===== config.mk =====
export PLATFORM = sky130hd
export DESIGN_NAME = ttl_74190
export DESIGN_NICKNAME = d
export VERILOG_FILES = /design/src/rtl/ttl_74190_pkg.sv /design/src/rtl/ttl_74190_bcd_step.sv /design/src/rtl/ttl_74190.sv
export SDC_FILE = /design/constraint.sdc
export NUM_CORES = 1
export LEC_CHECK = 0
export BUFFER_PORTS_ARGS = -buffer_cell sky130_fd_sc_hd__buf_4
export CAP_MARGIN = 10
export CELL_PAD_IN_SITES_DETAIL_PLACEMENT = 2
export CELL_PAD_IN_SITES_GLOBAL_PLACEMENT = 2
export CORE_MARGIN = 2
export CORE_UTILIZATION = 24
export DETAILED_ROUTE_END_ITERATION = 8
export PLACE_DENSITY_LB_ADDON = 0.2
export SLEW_MARGIN = 20
export SYNTH_ARGS = -nofsm -noshare
export SYNTH_HDL_FRONTEND = slang
export SYNTH_SLANG_ARGS = --single-unit

===== constraint.sdc =====
create_clock -name Clk -period 1.8 [get_ports Clk]
set_clock_uncertainty 0.2 [all_clocks]
set_input_delay 0.27 -clock Clk [delete_from_list [all_inputs] [get_ports Clk]]
set_output_delay 0.27 -clock Clk [all_outputs]
set_load 0.01 [all_outputs]

===== src/rtl/ttl_74190_pkg.sv =====
// -----------------------------------------------------------------------------
// ttl_74190_pkg
// Shared definitions for the BCD decade counter parts.
//   - BCD range limits (BCD_MAX / BCD_MIN)
//   - Where each abnormal state (1010..1111) goes after one step
//   - Count direction enum matching the Down_Up pin encoding
//   - Helpers: is_bcd() and is_terminal()
// -----------------------------------------------------------------------------
package ttl_74190_pkg;

  localparam int          BCD_W   = 4;
  localparam logic [3:0]  BCD_MAX = 4'b1001;
  localparam logic [3:0]  BCD_MIN = 4'b0000;

  // Up-count recovery. These match the up-only decade counter so that both
  // parts recover identically from a bad load.
  localparam logic [3:0]  UP_RECOVER_EVEN = 4'b1001;  // from 1010, 1100, 1110
  localparam logic [3:0]  UP_RECOVER_1011 = 4'b0100;  // from 1011
  localparam logic [3:0]  UP_RECOVER_ODD  = 4'b0000;  // from 1101, 1111

  // Down-count recovery. Every abnormal state returns to 9 in a single step.
  localparam logic [3:0]  DOWN_RECOVER    = 4'b1001;

  typedef enum logic {
    DIR_UP   = 1'b0,
    DIR_DOWN = 1'b1
  } dir_e;

  function automatic logic is_bcd(input logic [3:0] v);
    return v <= BCD_MAX;
  endfunction

  // True when the digit wraps on the next step in the given direction.
  // Abnormal states are never terminal.
  function automatic logic is_terminal(input logic [3:0] q, input dir_e dir);
    return (dir == DIR_UP) ? (q == BCD_MAX) : (q == BCD_MIN);
  endfunction

endpackage


===== src/rtl/ttl_74190_bcd_step.sv =====
// -----------------------------------------------------------------------------
// ttl_74190_bcd_step
// Combinational next-digit function for one BCD decade, in either direction.
// It includes recovery from the abnormal states 1010..1111.
//   q_i      : current digit value
//   dir_i    : DIR_UP or DIR_DOWN
//   q_next_o : digit value after one count step
// -----------------------------------------------------------------------------
module ttl_74190_bcd_step
  import ttl_74190_pkg::*;
(
  input  logic [3:0] q_i,
  input  dir_e       dir_i,
  output logic [3:0] q_next_o
);

  always_comb begin
    // NOTE: assign a default before any branch. Without it, a path that
    // misses an assignment would infer a latch instead of pure logic.
    q_next_o = q_i;
    if (dir_i == DIR_UP) begin
      unique case (q_i)
        4'b1001:                   q_next_o = BCD_MIN;
        4'b1010, 4'b1100, 4'b1110: q_next_o = UP_RECOVER_EVEN;
        4'b1011:                   q_next_o = UP_RECOVER_1011;
        4'b1101, 4'b1111:          q_next_o = UP_RECOVER_ODD;
        default:                   q_next_o = q_i + 4'd1;
      endcase
    end else begin
      if (!is_bcd(q_i)) begin
        q_next_o = DOWN_RECOVER;
      end else if (q_i == BCD_MIN) begin
        q_next_o = BCD_MAX;
      end else begin
        q_next_o = q_i - 4'd1;
      end
    end
  end

endmodule


===== src/rtl/ttl_74190.sv =====
// -----------------------------------------------------------------------------
// ttl_74190
// Synchronous 4-bit BCD decade up/down counter. It has a synchronous clear,
// a synchronous parallel load, a count enable, and Max/Min and ripple-clock
// outputs. To cascade digits, connect RCO_bar of one digit to Enable_bar of
// the next.
// Ports:
//   Clk        : rising-edge clock
//   Clear      : synchronous active-high clear (Q <= 0), highest priority
//   Load_bar   : synchronous active-low parallel load of D
//   Enable_bar : active-low count enable
//   Down_Up    : 1 = count down, 0 = count up
//   D          : parallel load data
//   Q          : counter value
//   Max_Min    : terminal count for the current direction (9 up, 0 down)
//   RCO_bar    : active-low ripple clock, low during Clk-low before a wrap
// Only WIDTH = 4 is meaningful. BCD has no definition for other widths.
// -----------------------------------------------------------------------------
module ttl_74190
  import ttl_74190_pkg::*;
#(
  parameter int WIDTH      = 4,
  parameter int DELAY_RISE = 0,
  parameter int DELAY_FALL = 0
) (
  input  logic             Clk,
  input  logic             Clear,
  input  logic             Load_bar,
  input  logic             Enable_bar,
  input  logic             Down_Up,
  input  logic [WIDTH-1:0] D,
  output logic [WIDTH-1:0] Q,
  output logic             Max_Min,
  output logic             RCO_bar
);

  dir_e             dir;
  logic [WIDTH-1:0] q_q;
  logic [WIDTH-1:0] q_d;
  logic [WIDTH-1:0] q_step;
  logic             max_min;
  logic             rco_bar;

  assign dir = dir_e'(Down_Up);

  ttl_74190_bcd_step u_step (
    .q_i      (q_q),
    .dir_i    (dir),
    .q_next_o (q_step)
  );

  // Load takes priority over count. Clear is applied in the register itself.
  always_comb begin
    q_d = q_q;
    if (!Load_bar) begin
      q_d = D;
    end else if (!Enable_bar) begin
      q_d = q_step;
    end
  end

  // NOTE: state registers use non-blocking assignment. This lets every flop
  // sample the values from before the edge, whatever order the blocks run in.
  always_ff @(posedge Clk) begin
    if (Clear) begin
      q_q <= '0;
    end else begin
      q_q <= q_d;
    end
  end

  // Max_Min follows a Down_Up change at once, with no clock edge needed.
  // RCO_bar is gated by Clk-low on purpose. This keeps the chip's
  // ripple-clock behaviour for cascaded digits.
  assign max_min = is_terminal(q_q, dir);
  assign rco_bar = ~(max_min & ~Enable_bar & ~Clk);

  generate
    if (DELAY_RISE == 0 && DELAY_FALL == 0) begin : g_no_delay
      assign Q       = q_q;
      assign Max_Min = max_min;
      assign RCO_bar = rco_bar;
    end else begin : g_delay
      assign #(DELAY_RISE, DELAY_FALL) Q       = q_q;
      assign #(DELAY_RISE, DELAY_FALL) Max_Min = max_min;
      assign #(DELAY_RISE, DELAY_FALL) RCO_bar = rco_bar;
    end
  endgenerate

endmodule


==> results.sh <==
export IMPL_status="complete, but fails checks"
export IMPL_use_met2_pct=35.7
export IMPL_clock_latency_ns=0.38
export IMPL_synth_seq_area_share_pct=15.7
export IMPL_grt_start_max_net_pins=11
export IMPL_postRouteAntennaNets=0
export IMPL_max_slew_worst_pin_slew_ns=0.410
export IMPL_ys_warnings_count=0
export IMPL_first_iter_violations=6
export IMPL_grt_util_met1_pct=24.9
export IMPL_regMostFlops="Q"
export IMPL_ys_ff_latch=4
export IMPL_critPathSlowestCell="or4_1"
export IMPL_dieArea_um2=2510
export IMPL_drv_cap=0
export IMPL_area_growth_pct=89.7
export IMPL_via_per_inst=5.27
export IMPL_hold_path_class="input pin to flip-flop"
export IMPL_core_um2=1980
export IMPL_synth_area_top_cells="dfxtp_1 16%, ha_1 12%, nor2_1 5.9%"
export IMPL_drt_total_wl_mm=2.52
export IMPL_tns_ns=-0.625
export IMPL_slew_limit_headroom_pct=72.7
export IMPL_synth_top_area_share_pct=15.7
export IMPL_design_area_um2=968
export IMPL_fillers=213
export IMPL_end_kind="flip-flop"
export IMPL_crit_type="flip-flop to flip-flop"
export IMPL_crit_family="simple AND/OR/NAND/NOR gates"
export IMPL_reg_largest_list="Q x4"
export IMPL_holdWs_ns=-0.0149
export IMPL_place_area_um2=733
export IMPL_fin_cells=130
export IMPL_max_stage_delay_ns=0.57
export IMPL_synth_area_um2=510
export IMPL_grt_pass1_vias=780
export IMPL_place_gp_congestion=0.804
export IMPL_largest_register_ffs=4
export IMPL_cts_clk_slew_worst_paths_ns=0.05
export IMPL_hold_violations=1
export IMPL_fp_dieH_um=50.1
export IMPL_grt_overflow_total=0
export IMPL_violations="hold timing, setup timing"
export IMPL_final_nets=118
export IMPL_via_count=685
export IMPL_drt_pass1_iter_count=4
export IMPL_ir_drop_v=0.000340
export IMPL_grt_total_usage_pct=22.5
export IMPL_setup_viol=7
export IMPL_synth_avg_cell_area_um2=7.62
export IMPL_synth_nets=81
export IMPL_power_density_nw_per_um2=686
export IMPL_fmax_ghz=0.505
export IMPL_wl_per_cell_um=19.4
export IMPL_crit_arrival_ns=2.07
export IMPL_slew_viol_final=0
export IMPL_period_share_pct=110
export IMPL_dp_final_hpwl_mm=1.56
export IMPL_synth_cell_types=33
export IMPL_critPathBufInv=1
export IMPL_diodes=0
export IMPL_critPathLaunchType="flip-flop"
export IMPL_worst_path_max_fanout=4
export IMPL_syn_inst=67
export IMPL_cp_cell_sequence="inv_6, ha_4, o21bai_2, a221oi_2, or4_1, a31oi_1"
export IMPL_dpl_cell_count=116
export IMPL_grt_util_met3_pct=7.88
export IMPL_power_leakage_nw=0.411
export IMPL_antenna_found_initial=0
export IMPL_start_util_pct=25.8
export IMPL_yosysTopAreaCell="dfxtp_1"
export IMPL_cts_tree="yes"
export IMPL_grt_setup_unrepaired="true"
export IMPL_drive_gt1_share_pct=60.2
export IMPL_cp_data_required_time_ns=1.89
export IMPL_placementRows=16
export IMPL_worst_slack_ns=-0.181
export IMPL_portBuffers=14
export IMPL_fin_crit_ns=1.98
export IMPL_io_pins=15
export IMPL_die_x_um=50.1
export IMPL_grt_pass1_wl_mm=3.92
export IMPL_drc=0
export IMPL_busiest_layer="met2"
[area by class of cell]
type / instances / area [um^2] / share of cell area (%)
flip-flops and latches: 4 / 88.8 / 9.17
clock buffers: 8 / 60.1 / 6.20
inverters: 6 / 30.0 / 3.10
multi-input cells: 54 / 508 / 52.5
repair buffers: 31 / 248 / 25.6
well taps: 27 / 33.8 / 3.49
[logic make-up (layout without fill, tap and decap cells)]
group | count (synthesis) | in the layout | synth area share (%)
and+or+nand+nor | 26 | 26 | 28.9
AOI/OAI and AO/OA | 23 | 23 | 34.6
buffers and inverters | 9 | 45 | 8.58
adders and majority gates | 5 | 5 | 12.3
DFF | 4 | 4 | 15.7
[report_power, final]
group / switching, mW / internal, mW / total, mW
logic: 0.140 / 0.148 / 0.288
registers: 0.0163 / 0.0972 / 0.113
clock network: 0.0954 / 0.167 / 0.262
total: 0.252 / 0.412 / 0.664
[what timing repair did]
item,4_1_cts,5_1_grt
pin swaps,9,7
setup endpoints to repair,7,7
resized for setup,15,13
hold endpoints to repair,3,0
hold buffers,3,0
setup buffers,3,1
[tightest hold or removal path: stages]
cell and delay (ns):
buf_4 0.08, a21oi_1 0.07, a21oi_2 0.11
[cells in the mapped netlist]
cell type	n
a311oi_2	1
o21ai_0	3
nor2_1	8
o21bai_1	2
o32ai_1	1
a2bb2oi_1	2
a31oi_1	1
and3_1	1
a2111oi_0	1
or2_2	1
inv_1	6
and4b_2	1
nand2_1	4
dfxtp_1	4
buf_2	2
a221oi_1	1
nor4_1	2
a21o_2	1
a21oi_1	4
nor2b_1	2
o31a_1	1
o31a_2	1
nor3b_1	1
or4_1	2
buf_6	1
nand2b_1	1
ha_1	5
a311oi_1	2
nor4b_1	1
nand3b_1	1
a211o_1	1
a21o_1	1
nand2b_2	1
[worst paths after layout]
check,startpoint,to,slack (ns),depth (start not counted)
hold / removal,D[3],Q[3],-0.01,3
setup reg to reg,Q[1],Q[0],-0.18,6
hold reg to reg,Q[3],Q[3],0.59,3
setup / recovery,Q[1],Q[0],-0.18,6
[metal layers]
metal / part of all wire, % / up-vias
li1: - / 326
met2: 52 / 19
met5: 0 / -
met1: 42 / 332
met3: 3.4 / 8
met4: 2.9 / 0
[through the flow]
| stage | worst slack (ns) | total power [mW] | utilization (%) |
|---|---|---|---|
| 6_report | -0.181 | 0.664 | 48.9 |
| 5_1_grt | -0.248 | 0.708 | 48.9 |
| 4_1_cts | -0.152 | 0.614 | 45.1 |
| 3_5_place_dp | -0.156 | 0.325 | 37.0 |
| 3_3_place_gp | -0.189 | 0.319 | 37.0 |
| 2_1_floorplan | 0.0221 | 0.228 | - |
[cell usage in the layout, fill, tap and decap left out, types with 2 or more instances in the layout]
cell / netlist / layout
nor2_1: 8 / 6
a21oi_1: 4 / 3
buf_6: 1 / 3
ha_4: 0 / 3
a311oi_1: 2 / 2
inv_1: 6 / 4
dlygate4sd3_1: 0 / 3
clkbuf_4: 0 / 6
nand2_1: 4 / 2
dfxtp_4: 0 / 2
o21ai_0: 3 / 3
buf_4: 0 / 26
nand2_2: 0 / 2
Power figures use the tool's default switching activity.
